### src/rtl/microwave_cook_timer.sv
// BCD MM:SS cook-time countdown driven by the start-button controller's start/idle levels.
// Optional +30 s button logic is built only when MWV_ADD30_EN is defined.
module microwave_cook_timer #(
    parameter int TICK_DIV = 100_000_000,
    parameter int MAX_MIN  = 99
) (
    input  logic       clk,
    input  logic       rst,
    input  logic       load,
    input  logic [7:0] set_min,
    input  logic [7:0] set_sec,
    input  logic       start,
    input  logic       idle,
    input  logic       add30,
    output logic [7:0] min_bcd,
    output logic [7:0] sec_bcd,
    output logic       running,
    output logic       timerEnd
);

    localparam int DIV_W = (TICK_DIV > 1) ? $clog2(TICK_DIV) : 1;
    localparam logic [DIV_W-1:0] DIV_LAST = DIV_W'(TICK_DIV - 1);
    localparam logic [3:0] MAX_TENS  = 4'(MAX_MIN / 10);
    localparam logic [3:0] MAX_UNITS = 4'(MAX_MIN % 10);

    typedef enum logic [2:0] {S_IDLE, S_LOADED, S_RUN, S_PAUSE, S_DONE} state_t;

    state_t           state, state_nx;
    logic [DIV_W-1:0] div, div_nx;
    logic [15:0]      val_nx, dec_val, base_val, run_val, load_val;
    logic             tick, load_zero, te_nx;

    function automatic logic [3:0] clamp9(input logic [3:0] d);
        return (d > 4'd9) ? 4'd9 : d;
    endfunction

    function automatic logic [15:0] dec1(input logic [7:0] m, input logic [7:0] s);
        logic [3:0] mt, mu, st, su;
        {mt, mu} = m;
        {st, su} = s;
        if (su != 4'd0) su = su - 4'd1;
        else begin
            su = 4'd9;
            if (st != 4'd0) st = st - 4'd1;
            else begin
                st = 4'd5;
                if (mu != 4'd0) mu = mu - 4'd1;
                else begin
                    mu = 4'd9;
                    mt = mt - 4'd1;
                end
            end
        end
        return {mt, mu, st, su};
    endfunction

    // Per-digit clamp first, then the minute ceiling and the 59-second ceiling.
    always_comb begin
        load_val = {clamp9(set_min[7:4]), clamp9(set_min[3:0]),
                    clamp9(set_sec[7:4]), clamp9(set_sec[3:0])};
        if (load_val[15:12] > MAX_TENS ||
            (load_val[15:12] == MAX_TENS && load_val[11:8] > MAX_UNITS))
            load_val[15:8] = {MAX_TENS, MAX_UNITS};
        if (load_val[7:4] > 4'd5)
            load_val[7:0] = 8'h59;
    end

    assign load_zero = (load_val == 16'h0000);
    assign tick      = (state == S_RUN) && (div == DIV_LAST);
    assign dec_val   = dec1(min_bcd, sec_bcd);
    assign base_val  = tick ? dec_val : {min_bcd, sec_bcd};

`ifdef MWV_ADD30_EN
    logic [15:0] add_cur;

    function automatic logic [15:0] plus30(input logic [7:0] m, input logic [7:0] s);
        logic [3:0] mt, mu, st;
        logic       carry;
        {mt, mu} = m;
        carry = (s[7:4] >= 4'd3);
        st    = carry ? s[7:4] - 4'd3 : s[7:4] + 4'd3;
        if (!carry) return {m, st, s[3:0]};
        if (m == {MAX_TENS, MAX_UNITS}) return {MAX_TENS, MAX_UNITS, 8'h59};
        if (mu == 4'd9) begin
            mu = 4'd0;
            mt = mt + 4'd1;
        end else begin
            mu = mu + 4'd1;
        end
        return {mt, mu, st, s[3:0]};
    endfunction

    // A coincident tick is applied before the +30 s, giving a net +29 s.
    assign run_val = add30 ? plus30(base_val[15:8], base_val[7:0]) : base_val;
    assign add_cur = plus30(min_bcd, sec_bcd);
`else
    logic unused_add30;
    assign unused_add30 = add30;
    assign run_val      = base_val;
`endif

    always_comb begin
        state_nx = state;
        div_nx   = '0;
        val_nx   = {min_bcd, sec_bcd};
        case (state)
            S_IDLE: begin
                if (load) begin
                    val_nx   = load_val;
                    state_nx = load_zero ? S_IDLE : S_LOADED;
                end
`ifdef MWV_ADD30_EN
                else if (add30) begin
                    val_nx   = 16'h0030;
                    state_nx = S_LOADED;
                end
`endif
            end
            S_LOADED: begin
                if (load) begin
                    val_nx   = load_val;
                    state_nx = load_zero ? S_IDLE : S_LOADED;
                end else begin
`ifdef MWV_ADD30_EN
                    if (add30) val_nx = add_cur;
`endif
                    if (start) state_nx = S_RUN;
                end
            end
            S_RUN: begin
                div_nx = tick ? '0 : div + 1'b1;
                val_nx = run_val;
                if (run_val == 16'h0000) state_nx = S_DONE;
                else if (!start)         state_nx = S_PAUSE;
            end
            S_PAUSE: begin
                if (load) begin
                    val_nx   = load_val;
                    state_nx = load_zero ? S_IDLE : S_LOADED;
                end else begin
                    div_nx = div;
`ifdef MWV_ADD30_EN
                    if (add30) val_nx = add_cur;
`endif
                    if (start) state_nx = S_RUN;
                    else if (idle) begin
                        state_nx = S_IDLE;
                        val_nx   = 16'h0000;
                        div_nx   = '0;
                    end
                end
            end
            S_DONE: begin
                if (load) begin
                    val_nx   = load_val;
                    state_nx = load_zero ? S_IDLE : S_LOADED;
                end
`ifdef MWV_ADD30_EN
                else if (add30) begin
                    val_nx   = 16'h0030;
                    state_nx = S_LOADED;
                end
`endif
                else if (!start && idle) state_nx = S_IDLE;
            end
            default: state_nx = S_IDLE;
        endcase
        // Registered one clk behind entering DONE, but dropped on the exit clk.
        te_nx = (state == S_DONE) && (state_nx == S_DONE);
    end

    always_ff @(posedge clk) begin
        if (rst) begin
            state    <= S_IDLE;
            div      <= '0;
            min_bcd  <= 8'h00;
            sec_bcd  <= 8'h00;
            timerEnd <= 1'b0;
        end else begin
            state    <= state_nx;
            div      <= div_nx;
            min_bcd  <= val_nx[15:8];
            sec_bcd  <= val_nx[7:0];
            timerEnd <= te_nx;
        end
    end

    assign running = (state == S_RUN);

endmodule
### config.mk
export PLATFORM = sky130hd
export DESIGN_NAME = microwave_cook_timer
export DESIGN_NICKNAME = d
export VERILOG_FILES = /design/src/rtl/microwave_cook_timer.sv
export SDC_FILE = /design/constraint.sdc
export NUM_CORES = 1
export LEC_CHECK = 0
export CAP_MARGIN = 20
export CORE_ASPECT_RATIO = 0.9
export CORE_MARGIN = 8
export CORE_UTILIZATION = 40
export DETAILED_ROUTE_END_ITERATION = 12
export HOLD_SLACK_MARGIN = 0.08
export PLACE_DENSITY = 0.57
export SYNTH_ARGS = -nofsm -noshare
export SYNTH_HDL_FRONTEND = slang
export SYNTH_SLANG_ARGS = --single-unit
### constraint.sdc
create_clock -name clk -period 3.6 [get_ports clk]
set_input_delay 0.36 -clock clk [delete_from_list [all_inputs] [get_ports clk]]
set_output_delay 0.36 -clock clk [all_outputs]
set_load 0.01 [all_outputs]
Yosys cells after proc, flatten, opt, wreduce, memory -nomap -nowiden

Index checks and enable logic that the tools add are counted.

Latch bits: 0
Register bits after elaboration: 47
Memory bits (read-only): 0
Memories kept: 0
Bits in writable memories: 0
Word-level logic and storage cells: 81

Div/mod/pow operators: 0
Shift operators: 0
Reduce and logical (&&, ||, !) cells: 16
Order comparisons: 7
$add $sub $neg: 5
Bitwise logic cells: 0
Mux-type cells: 38
Multiply operators: 0
Equal/unequal tests: 10

Operators by type and width:

| operator              | count |
|---|---|
| $mux 27               | 4 |
| $mux 16               | 5 |
| $pmux 27 s2           | 1 |
| $mux 4                | 13 |
| $pmux 16 s3           | 1 |
| $logic_not 16->1      | 2 |
| $mux 3                | 10 |
| $add 27x1->27 const B | 1 |
| $eq 27x27->1 const B  | 1 |
| $gt 4x4->1 const B    | 6 |
| $mux 8                | 2 |
| $sub 4x1->4 const B   | 4 |
| $pmux 3 s5            | 1 |
| $reduce_bool 4->1     | 3 |
| $eq 3x2->1 const B    | 2 |
| $eq 3x3->1 const B    | 2 |
| $ne 3x3->1 const B    | 2 |
| $eq 4x4->1 const B    | 1 |
| $gt 4x3->1 const B    | 1 |
| $logic_and 1x1->1     | 4 |
| $reduce_and 4->1      | 1 |
| $eq 3x1->1 const B    | 1 |
| $logic_not 3->1       | 1 |
| $reduce_bool 3->1     | 1 |
| other kinds (6)       | 6 |

Longest topological paths before layout

Gate-level depths: netlist (run 1).

Word-level depth: 12
Mapped depth: 9
Mapped depth without buffers: 7

Least setup slack after synthesis (run 1)

Ideal clock, no wire load.

Path type: reg2reg
From: register sec_bcd[0]
To: register min_bcd[6]
Period minus slack after synthesis: 2.051 ns
Setup slack: 1.549 ns
Path buffers: 1
Library setup time: 0.117 ns
Arrival: 1.934 ns
Data required time: 3.483 ns
Cell stages (with the launch flop): 7
Path through: dfxtp_1 -> buf_2 -> nor4_1 -> nand4_1 -> nor4_4 -> o211ai_1 -> a32o_1

Cells in the longest elaborated chain, start to end: 4

RTL lines:

| element                  | RTL line | RTL |
|---|---|---|
| start: declaration       | 16       | `output logic [7:0] sec_bcd,` |
| start signal: assignment | 183      | `sec_bcd <= val_nx[7:0];` |
| $reduce_bool 4->1        | 41       | `if (su != 4'd0) su = su - 4'd1;` |
| $mux 4                   | 41       |  |
| $mux 16                  | 71       | `assign base_val = tick ? dec_val : {min_bcd, sec_bcd};` |
| $pmux 16 s3              | 106      | `case (state)` |
| end signal: assignment   | 182      | `min_bcd <= val_nx[15:8];` |
| end: declaration         | 15       | `output logic [7:0] min_bcd,` |

No other way between the ends.
A chain may end at the register's enable or synchronous reset.

Final worst setup path (run 1)

From: register state[1]
To: output port running

Cells in the longest elaborated chain, start to end: 1

RTL lines:

| element                  | RTL line | RTL |
|---|---|---|
| start: declaration       | 28       | `state_t state, state_nx;` |
| start signal: assignment | 180      | `state <= state_nx;` |
| $eq 3x2->1               | 188      | `assign running = (state == S_RUN);` |
| end: declaration         | 17       | `output logic running,` |

No other way between the ends.

==> impl_results.html, run 1 <==
<table>
<tr><th>Metric</th><th>Value</th></tr>
<tr><th colspan="2">CTS</th></tr>
<tr><td>Clk sink count</td><td>47</td></tr>
<tr><td>CTS hold repair buffers</td><td>0</td></tr>
<tr><td>Clock latency at the later pin of the worst-skew pair</td><td>0.31 ns</td></tr>
<tr><td>H-tree Lvls</td><td>2</td></tr>
<tr><td>Clk pin slew, worst setup/hold paths</td><td>0.10 ns</td></tr>
<tr><td>Buffer type at the clock tree root</td><td>clkbuf_8</td></tr>
<tr><td>Clock buffer count from CTS</td><td>5</td></tr>
<tr><td>TritonCTS clock tree</td><td>yes</td></tr>
<tr><td>CTS max path bufs</td><td>2</td></tr>
<tr><td>Postcts setup bufs</td><td>0</td></tr>
<tr><td>Number of cells upsized or downsized after cts</td><td>0</td></tr>
<tr><th colspan="2">Placed design</th></tr>
<tr><td>Routability congestion estimate</td><td>0.820</td></tr>
<tr><td>Pre-CTS setup slack</td><td>0.886 ns</td></tr>
<tr><td>Hpwl dp</td><td>6650 µm</td></tr>
<tr><td>Port buffer count</td><td>38</td></tr>
<tr><th colspan="2">Logic synthesis</th></tr>
<tr><td>Number of enable-type register cells in the synthesized netlist</td><td>0</td></tr>
<tr><td>Ys Warns</td><td>0</td></tr>
<tr><td>Yosys reg bits</td><td>47</td></tr>
<tr><td>Largest family of logic cells by synthesized area</td><td>simple AND/OR/NAND/NOR gates</td></tr>
<tr><td>Count of cell types in the netlist</td><td>68</td></tr>
<tr><td>Post-synthesis sequential area ratio</td><td>0.304</td></tr>
<tr><td>Share of synthesized area spent on multiplexers</td><td>0.0364</td></tr>
<tr><td>Xor and xnor fraction of the mapped netlist area</td><td>0.0453</td></tr>
<tr><td>Net Count, Synth</td><td>416</td></tr>
<tr><td>Fraction of registers with async set or reset after synthesis</td><td>0</td></tr>
<tr><td>Number of standard cells after synthesis</td><td>392</td></tr>
<tr><td>Fraction of the mapped netlist area in compound gates</td><td>0.205</td></tr>
<tr><td>Share of synthesized cell area in full adder, half adder and majority cells</td><td>0.00809</td></tr>
<tr><td>Syn_area_per_cell</td><td>7.89 µm²</td></tr>
<tr><td>Synthesized cell area</td><td>3090 µm²</td></tr>
<tr><td>Most used DFF post-synth</td><td>dfxtp_1</td></tr>
<tr><td>Simple-gate area share of the yosys netlist</td><td>0.353</td></tr>
<tr><th colspan="2">STA</th></tr>
<tr><td>Transition time of the tightest slew-check pin</td><td>0.916 ns</td></tr>
<tr><td>Slew Limit Fails</td><td>0</td></tr>
<tr><td>Setup repair after global routing missed its margin</td><td>no</td></tr>
<tr><td>Final critical-path share of the clock period</td><td>0.714</td></tr>
<tr><td>Total count of hold-check failures in the final report</td><td>0</td></tr>
<tr><td>Peak clock frequency supported by timing</td><td>0.389 GHz</td></tr>
<tr><td>Final sum of negative setup slack</td><td>0 ns</td></tr>
<tr><td>Setup violation total in the final timing report</td><td>0</td></tr>
<tr><td>Post-layout worst setup margin</td><td>1.03 ns</td></tr>
<tr><td>Shortest clock period the worst path allows after layout</td><td>2.57 ns</td></tr>
<tr><td>Worst Hold Margin</td><td>0.519 ns</td></tr>
<tr><td>Worst slew margin relative to its limit</td><td>0.372</td></tr>
<tr><td>Final Skew</td><td>0.00880 ns</td></tr>
<tr><th colspan="2">GRT</th></tr>
<tr><td>Total congestion overflow after global routing</td><td>0</td></tr>
<tr><td>Pin count of the biggest net entering global routing</td><td>41</td></tr>
<tr><td>First-pass GRT wire length</td><td>15200 µm</td></tr>
<tr><td>Total track usage</td><td>0.172</td></tr>
<tr><td>Vias in the first global route</td><td>2922</td></tr>
<tr><td>Antenna violations before repair</td><td>0</td></tr>
<tr><th colspan="2">Pwr</th></tr>
<tr><td>Total power density per cell area</td><td>339 nW/µm²</td></tr>
<tr><td>Leakage power</td><td>1.11 nW</td></tr>
<tr><td>Internal power</td><td>0.912 mW</td></tr>
<tr><td>Net load switching power</td><td>0.336 mW</td></tr>
<tr><td>Power share of the clock group</td><td>0.382</td></tr>
<tr><td>Worst IR Drop VDD</td><td>0.173 mV</td></tr>
<tr><td>Sequential group share of total power</td><td>0.449</td></tr>
<tr><td>Share of power burned in combinational logic</td><td>0.169</td></tr>
<tr><td>Switching Fraction</td><td>0.269</td></tr>
<tr><th colspan="2">Setup path</th></tr>
<tr><td>Kind of end point of the critical path</td><td>output port</td></tr>
<tr><td>Critical Path Source</td><td>state[1]$_SDFF_PP0_</td></tr>
<tr><td>Required time at the worst-slack endpoint</td><td>3.24 ns</td></tr>
<tr><td>Arrival time worst endpoint</td><td>2.21 ns</td></tr>
<tr><td>Critical path class</td><td>reg -&gt; out</td></tr>
<tr><td>Worst reg2reg setup slack</td><td>1.08 ns</td></tr>
<tr><td>Worst flop-to-flop path startpoint</td><td>state[1]$_SDFF_PP0_</td></tr>
<tr><td>Cells on worst reg2reg path</td><td>6</td></tr>
<tr><td>Startpoint type of the worst setup path</td><td>flop</td></tr>
<tr><td>Critical-path maximum fanout</td><td>11</td></tr>
<tr><td>R2r endpoint</td><td>sec_bcd[4]$_SDFFE_PP0P_</td></tr>
<tr><th colspan="2">Final layout</th></tr>
<tr><td>Fraction of final layout cells with drive strength greater than 1</td><td>0.0786</td></tr>
<tr><td>Final Core Density</td><td>0.491</td></tr>
<tr><td>Area grow syn2layout</td><td>19.1%</td></tr>
<tr><td>Number of diodes</td><td>0</td></tr>
<tr><td>NumNets Final</td><td>443</td></tr>
<tr><td>Filler cells</td><td>753</td></tr>
<tr><th colspan="2">Route</th></tr>
<tr><td>Wirelength, routed</td><td>9230 µm</td></tr>
<tr><td>Via density per instance</td><td>6.18</td></tr>
<tr><td>Number of violations reported at the end of detailed-routing iteration 0</td><td>233</td></tr>
<tr><td>Wire length per cell</td><td>17.9 µm</td></tr>
<tr><td>Total via count after detailed routing</td><td>3191</td></tr>
<tr><td>Number of iterations in the first detailed-routing pass</td><td>5</td></tr>
<tr><td>Post-route DRC</td><td>0</td></tr>
<tr><td>Antenna Violating Nets Remaining</td><td>0</td></tr>
<tr><th colspan="2">Floorplanning</th></tr>
<tr><td>Die height</td><td>99.4 µm</td></tr>
<tr><td>Rows</td><td>30</td></tr>
<tr><td>Floorplan die width</td><td>109 µm</td></tr>
<tr><td>Die area</td><td>10800 µm²</td></tr>
<tr><td>I/O pin total</td><td>40</td></tr>
<tr><td>Area of the core</td><td>7510 µm²</td></tr>
<tr><td>Effective utilization at floorplan</td><td>0.412</td></tr>
<tr><th colspan="2">Run status</th></tr>
<tr><td>Run status</td><td>complete, no violations</td></tr>
<tr><th colspan="2">Job</th></tr>
<tr><td>Max-capacitance violation count</td><td>0</td></tr>
<tr><th colspan="2">Min path</th></tr>
<tr><td>Critical hold path startpoint</td><td>div[7]$_SDFFE_PP0P_</td></tr>
<tr><td>Kind of path behind the tightest hold check</td><td>reg -&gt; reg</td></tr>
<tr><td>Worst hold path stage count</td><td>2</td></tr>
<tr><td>Worst min-delay path endpoint</td><td>div[7]$_SDFFE_PP0P_</td></tr>
</table>
[worst max path at each step]
stage	end	slack [ns]	cells after the start
floorplan	min_bcd[6]$_SDFFE_PP0P_	1.55	6
global placement	div[7]$_SDFFE_PP0P_	0.92	7
detailed placement	div[7]$_SDFFE_PP0P_	0.89	7
CTS	running	1.05	3
global route	min_bcd[6]$_SDFFE_PP0P_	0.83	6
finish	running	1.03	3
[cell type report]
class / instances / area, µm² / share of cell area
repair buffers: 46 / 440 / 0.120
flip-flops and latches: 47 / 941 / 0.255
inverters: 12 / 45.0 / 0.0122
multi-input cells: 307 / 2000 / 0.543
clock inverters: 3 / 67.6 / 0.0183
well taps: 96 / 120 / 0.0326
clock buffers: 5 / 68.8 / 0.0187
[cells by family after synthesis]
group	after synthesis
simple gates	188
buf+inv	38
mux	11
flops	47
compound gates	90
fa+ha+maj	2
xor+xnor	16
[power by group through the flow]
stage          registers [mW]  logic, mW  clock network [mW]
4_1_cts                 0.560      0.210               0.488
3_5_place_dp            0.572      0.208                   0
3_3_place_gp            0.572      0.208                   0
6_report                0.560      0.212               0.476
5_1_grt                 0.564      0.230               0.513
2_1_floorplan           0.566      0.124                   0
[sequential cells by signal, indices dropped and copies added, names as in the netlist]
register / count
sec_bcd: 8
state: 3
div: 27
timerEnd: 1
min_bcd: 8
[metrics by stage]
stage	instance area [µm²]	power, mW	instances
finish	3680	1.25	516
global route	3680	1.31	516
CTS	3680	1.26	516
detailed placement	3550	0.780	508
global placement	3540	0.780	507
floorplan	3090	0.690	392
[cell usage in the layout, fill, tap and decap left out, types with 6 or more instances in the layout]
cell type	instances
xnor2_1	12
nand2_1	23
nor4b_1	6
a21oi_1	16
nand3_1	11
nand4_1	15
mux2i_1	9
clkdlybuf4s50_1	38
nand2b_1	6
or3_1	6
inv_1	12
nor4_1	14
dfxtp_1	47
o21ai_0	14
buf_4	8
nor3_1	17
nor2_1	43
[critical path, cell delays in order (launching register included)]
cell	delay, ns
dfxtp_1	0.54
nand3b_1	0.35
inv_1	0.40
clkdlybuf4s50_1	0.62
[cells in the mapped netlist (5+ instances only)]
| library cell | n | area share |
|---|---|---|
| nand4_1 | 15 | 0.030 |
| nor2_1 | 43 | 0.052 |
| xnor2_1 | 12 | 0.034 |
| or3_1 | 6 | 0.012 |
| nor3_1 | 17 | 0.028 |
| clkbuf_1 | 20 | 0.024 |
| nor4_1 | 14 | 0.028 |
| buf_2 | 6 | 0.0097 |
| o211ai_1 | 5 | 0.012 |
| a21oi_1 | 16 | 0.026 |
| dfxtp_1 | 47 | 0.30 |
| o21ai_0 | 14 | 0.023 |
| inv_1 | 12 | 0.015 |
| nand3_1 | 11 | 0.018 |
| mux2i_1 | 9 | 0.029 |
| nor4b_1 | 6 | 0.017 |
| nand2b_1 | 6 | 0.012 |
| and4_1 | 5 | 0.014 |
| o21a_1 | 5 | 0.012 |
| nand2_1 | 23 | 0.028 |
[routing by layer]
metal	track usage	share of wire
met5	0	0
met4	0.0473	0.0093
met3	0.0368	0.058
met2	0.235	0.41
met1	0.258	0.52
Power figures use the tool's default switching activity.
==> inputs of run 2 (changes only) <==
PLACE_DENSITY = 0.59   (was 0.57)
clock period = 2.3 ns   (was 3.6 ns; I/O delays follow)
==> impl_results.html, run 2 (same netlist as run 1, synthesis figures left out) <==
<table>
<tr><th>Metric</th><th>Value</th></tr>
<tr><th colspan="2">Final layout</th></tr>
<tr><td>Most common cell after layout, fill and taps aside</td><td>dfxtp_1</td></tr>
<tr><td>Final Core Density</td><td>0.516</td></tr>
<tr><td>Final Cell Area</td><td>3880 µm²</td></tr>
<tr><td>Number of diodes</td><td>0</td></tr>
<tr><td>Largest register by flop count</td><td>div</td></tr>
<tr><td>Regs by FF count</td><td>div x27, min_bcd x8, sec_bcd x8</td></tr>
<tr><td>Fraction of final layout cells with drive strength greater than 1</td><td>0.136</td></tr>
<tr><td>Area grow syn2layout</td><td>25.3%</td></tr>
<tr><td>NumNets Final</td><td>470</td></tr>
<tr><td>Non-filler instance count after layout</td><td>543</td></tr>
<tr><td>Flip-flop count of the largest register after layout</td><td>27</td></tr>
<tr><td>Most frequent cells in the layout</td><td>dfxtp_1 (47), nor2_1 (43), clkdlybuf4s50_1 (38)</td></tr>
<tr><td>Filler cells</td><td>755</td></tr>
<tr><th colspan="2">STA</th></tr>
<tr><td>Setup violation total in the final timing report</td><td>0</td></tr>
<tr><td>Final Skew</td><td>0.0128 ns</td></tr>
<tr><td>Setup repair after global routing missed its margin</td><td>no</td></tr>
<tr><td>Slew Limit Fails</td><td>0</td></tr>
<tr><td>Transition time of the tightest slew-check pin</td><td>0.500 ns</td></tr>
<tr><td>Worst slew margin relative to its limit</td><td>0.663</td></tr>
<tr><td>Total count of hold-check failures in the final report</td><td>0</td></tr>
<tr><td>Final critical-path share of the clock period</td><td>0.942</td></tr>
<tr><td>Final sum of negative setup slack</td><td>0 ns</td></tr>
<tr><td>Shortest clock period the worst path allows after layout</td><td>2.17 ns</td></tr>
<tr><td>Peak clock frequency supported by timing</td><td>0.462 GHz</td></tr>
<tr><th colspan="2">Pwr</th></tr>
<tr><td>Switching Fraction</td><td>0.284</td></tr>
<tr><td>Internal power</td><td>1.34 mW</td></tr>
<tr><td>Leakage power</td><td>1.24 nW</td></tr>
<tr><td>Net load switching power</td><td>0.530 mW</td></tr>
<tr><td>Sequential group share of total power</td><td>0.467</td></tr>
<tr><td>Share of power burned in combinational logic</td><td>0.193</td></tr>
<tr><td>Worst IR Drop VDD</td><td>0.205 mV</td></tr>
<tr><td>Power share of the clock group</td><td>0.340</td></tr>
<tr><td>Total power density per cell area</td><td>482 nW/µm²</td></tr>
<tr><th colspan="2">CTS</th></tr>
<tr><td>Number of cells upsized or downsized after cts</td><td>0</td></tr>
<tr><td>Buffer type at the clock tree root</td><td>clkbuf_8</td></tr>
<tr><td>Clock latency at the later pin of the worst-skew pair</td><td>0.31 ns</td></tr>
<tr><td>CTS hold repair buffers</td><td>0</td></tr>
<tr><td>Clk sink count</td><td>47</td></tr>
<tr><td>Clock buffer count from CTS</td><td>5</td></tr>
<tr><td>Clk pin slew, worst setup/hold paths</td><td>0.10 ns</td></tr>
<tr><td>H-tree Lvls</td><td>2</td></tr>
<tr><td>Postcts setup bufs</td><td>0</td></tr>
<tr><td>CTS max path bufs</td><td>2</td></tr>
<tr><td>TritonCTS clock tree</td><td>yes</td></tr>
<tr><th colspan="2">Floorplanning</th></tr>
<tr><td>Effective utilization at floorplan</td><td>0.412</td></tr>
<tr><td>Floorplan die width</td><td>109 µm</td></tr>
<tr><td>Die height</td><td>99.4 µm</td></tr>
<tr><td>Rows</td><td>30</td></tr>
<tr><td>Die area</td><td>10800 µm²</td></tr>
<tr><td>I/O pin total</td><td>40</td></tr>
<tr><td>Area of the core</td><td>7510 µm²</td></tr>
<tr><th colspan="2">Route</th></tr>
<tr><td>Wire length per cell</td><td>17.4 µm</td></tr>
<tr><td>Total via count after detailed routing</td><td>3293</td></tr>
<tr><td>Antenna Violating Nets Remaining</td><td>0</td></tr>
<tr><td>Number of violations reported at the end of detailed-routing iteration 0</td><td>275</td></tr>
<tr><td>Wirelength, routed</td><td>9460 µm</td></tr>
<tr><td>Number of iterations in the first detailed-routing pass</td><td>5</td></tr>
<tr><td>Post-route DRC</td><td>0</td></tr>
<tr><td>Via density per instance</td><td>6.06</td></tr>
<tr><th colspan="2">Setup path</th></tr>
<tr><td>Critical path class</td><td>reg -&gt; reg</td></tr>
<tr><td>Required time at the worst-slack endpoint</td><td>2.53 ns</td></tr>
<tr><td>Worst flop-to-flop path startpoint</td><td>div[3]$_SDFFE_PP0P_</td></tr>
<tr><td>Critical-path maximum fanout</td><td>6</td></tr>
<tr><td>Kind of end point of the critical path</td><td>flop</td></tr>
<tr><td>Worst reg2reg setup slack</td><td>0.13 ns</td></tr>
<tr><td>Cells on worst reg2reg path</td><td>5</td></tr>
<tr><td>R2r endpoint</td><td>sec_bcd[0]$_SDFFE_PP0P_</td></tr>
<tr><td>Arrival time worst endpoint</td><td>2.40 ns</td></tr>
<tr><td>Startpoint type of the worst setup path</td><td>flop</td></tr>
<tr><th colspan="2">GRT</th></tr>
<tr><td>First-pass GRT wire length</td><td>15600 µm</td></tr>
<tr><td>Antenna violations before repair</td><td>0</td></tr>
<tr><td>Pin count of the biggest net entering global routing</td><td>26</td></tr>
<tr><td>Vias in the first global route</td><td>3091</td></tr>
<tr><td>Total congestion overflow after global routing</td><td>0</td></tr>
<tr><td>Total track usage</td><td>0.177</td></tr>
<tr><th colspan="2">Min path</th></tr>
<tr><td>Worst hold path stage count</td><td>1</td></tr>
<tr><td>Worst min-delay path endpoint</td><td>div[24]$_SDFFE_PP0P_</td></tr>
<tr><td>Critical hold path startpoint</td><td>div[24]$_SDFFE_PP0P_</td></tr>
<tr><td>Kind of path behind the tightest hold check</td><td>reg -&gt; reg</td></tr>
<tr><th colspan="2">Placed design</th></tr>
<tr><td>Placed inst area</td><td>3760 µm²</td></tr>
<tr><td>Hpwl dp</td><td>7080 µm</td></tr>
<tr><td>Routability congestion estimate</td><td>0.852</td></tr>
<tr><td>Placed cell count</td><td>535</td></tr>
<tr><td>Port buffer count</td><td>38</td></tr>
<tr><th colspan="2">Job</th></tr>
<tr><td>Max-capacitance violation count</td><td>0</td></tr>
<tr><th colspan="2">Run status</th></tr>
<tr><td>Run status</td><td>complete, no violations</td></tr>
</table>
run 2: how the worst max path moves through the flow:
stage | startpoint | end
3_5_place_dp | idle | div[7]$_SDFFE_PP0P_
6_report | div[3]$_SDFFE_PP0P_ | sec_bcd[0]$_SDFFE_PP0P_
3_3_place_gp | idle | div[7]$_SDFFE_PP0P_
2_1_floorplan | sec_bcd[0]$_SDFFE_PP0P_ | min_bcd[6]$_SDFFE_PP0P_
4_1_cts | state[0]$_SDFF_PP0_ | running
5_1_grt | div[3]$_SDFFE_PP0P_ | state[2]$_SDFF_PP0_
run 2: final cells by class:
class	count	area (µm²)	area share
inverter	12	45.0	0.0116
tap	96	120	0.0310
multi-input combinational	307	2000	0.516
timing repair buffer	73	656	0.169
sequential	47	941	0.243
clock inverter	3	43.8	0.0113
clock buffer	5	68.8	0.0178
run 2: per-stage QoR:
stage                     power, mW  hold WS [ns]  setup slack (ns)
after floorplan                1.08         0.448             0.249
after global placement         1.25         0.488            0.0387
after detailed placement       1.25         0.493          -0.00436
after CTS                      1.88         0.509             0.109
after global routing           1.95         0.530           0.00903
final                          1.87         0.508             0.134
run 2: power by group through the flow:
stage / logic, mW / clock network [mW] / registers, mW
global route: 0.392 / 0.681 / 0.877
detailed placement: 0.356 / 0 / 0.891
finish: 0.360 / 0.637 / 0.873
floorplan: 0.195 / 0 / 0.886
CTS: 0.358 / 0.651 / 0.872
global placement: 0.356 / 0 / 0.891
run 2: critical path, cell delays in order, from the launching register on:
cell and delay [ns]:
dfxtp_1 0.40, nand3_1 0.15, or4_4 0.60, or3_4 0.43
or3_1 0.33, a41oi_2 0.17
run 2: per-layer routing:
metal  share of wire  vias up  wire (µm)  global-route usage
met5               0        -          0                   0
met4          0.0078        0         74              0.0410
met3           0.057        8        541              0.0323
met2            0.42       97       4020               0.260
met1            0.51     1592       4830               0.258
li1                -     1596          -                   -
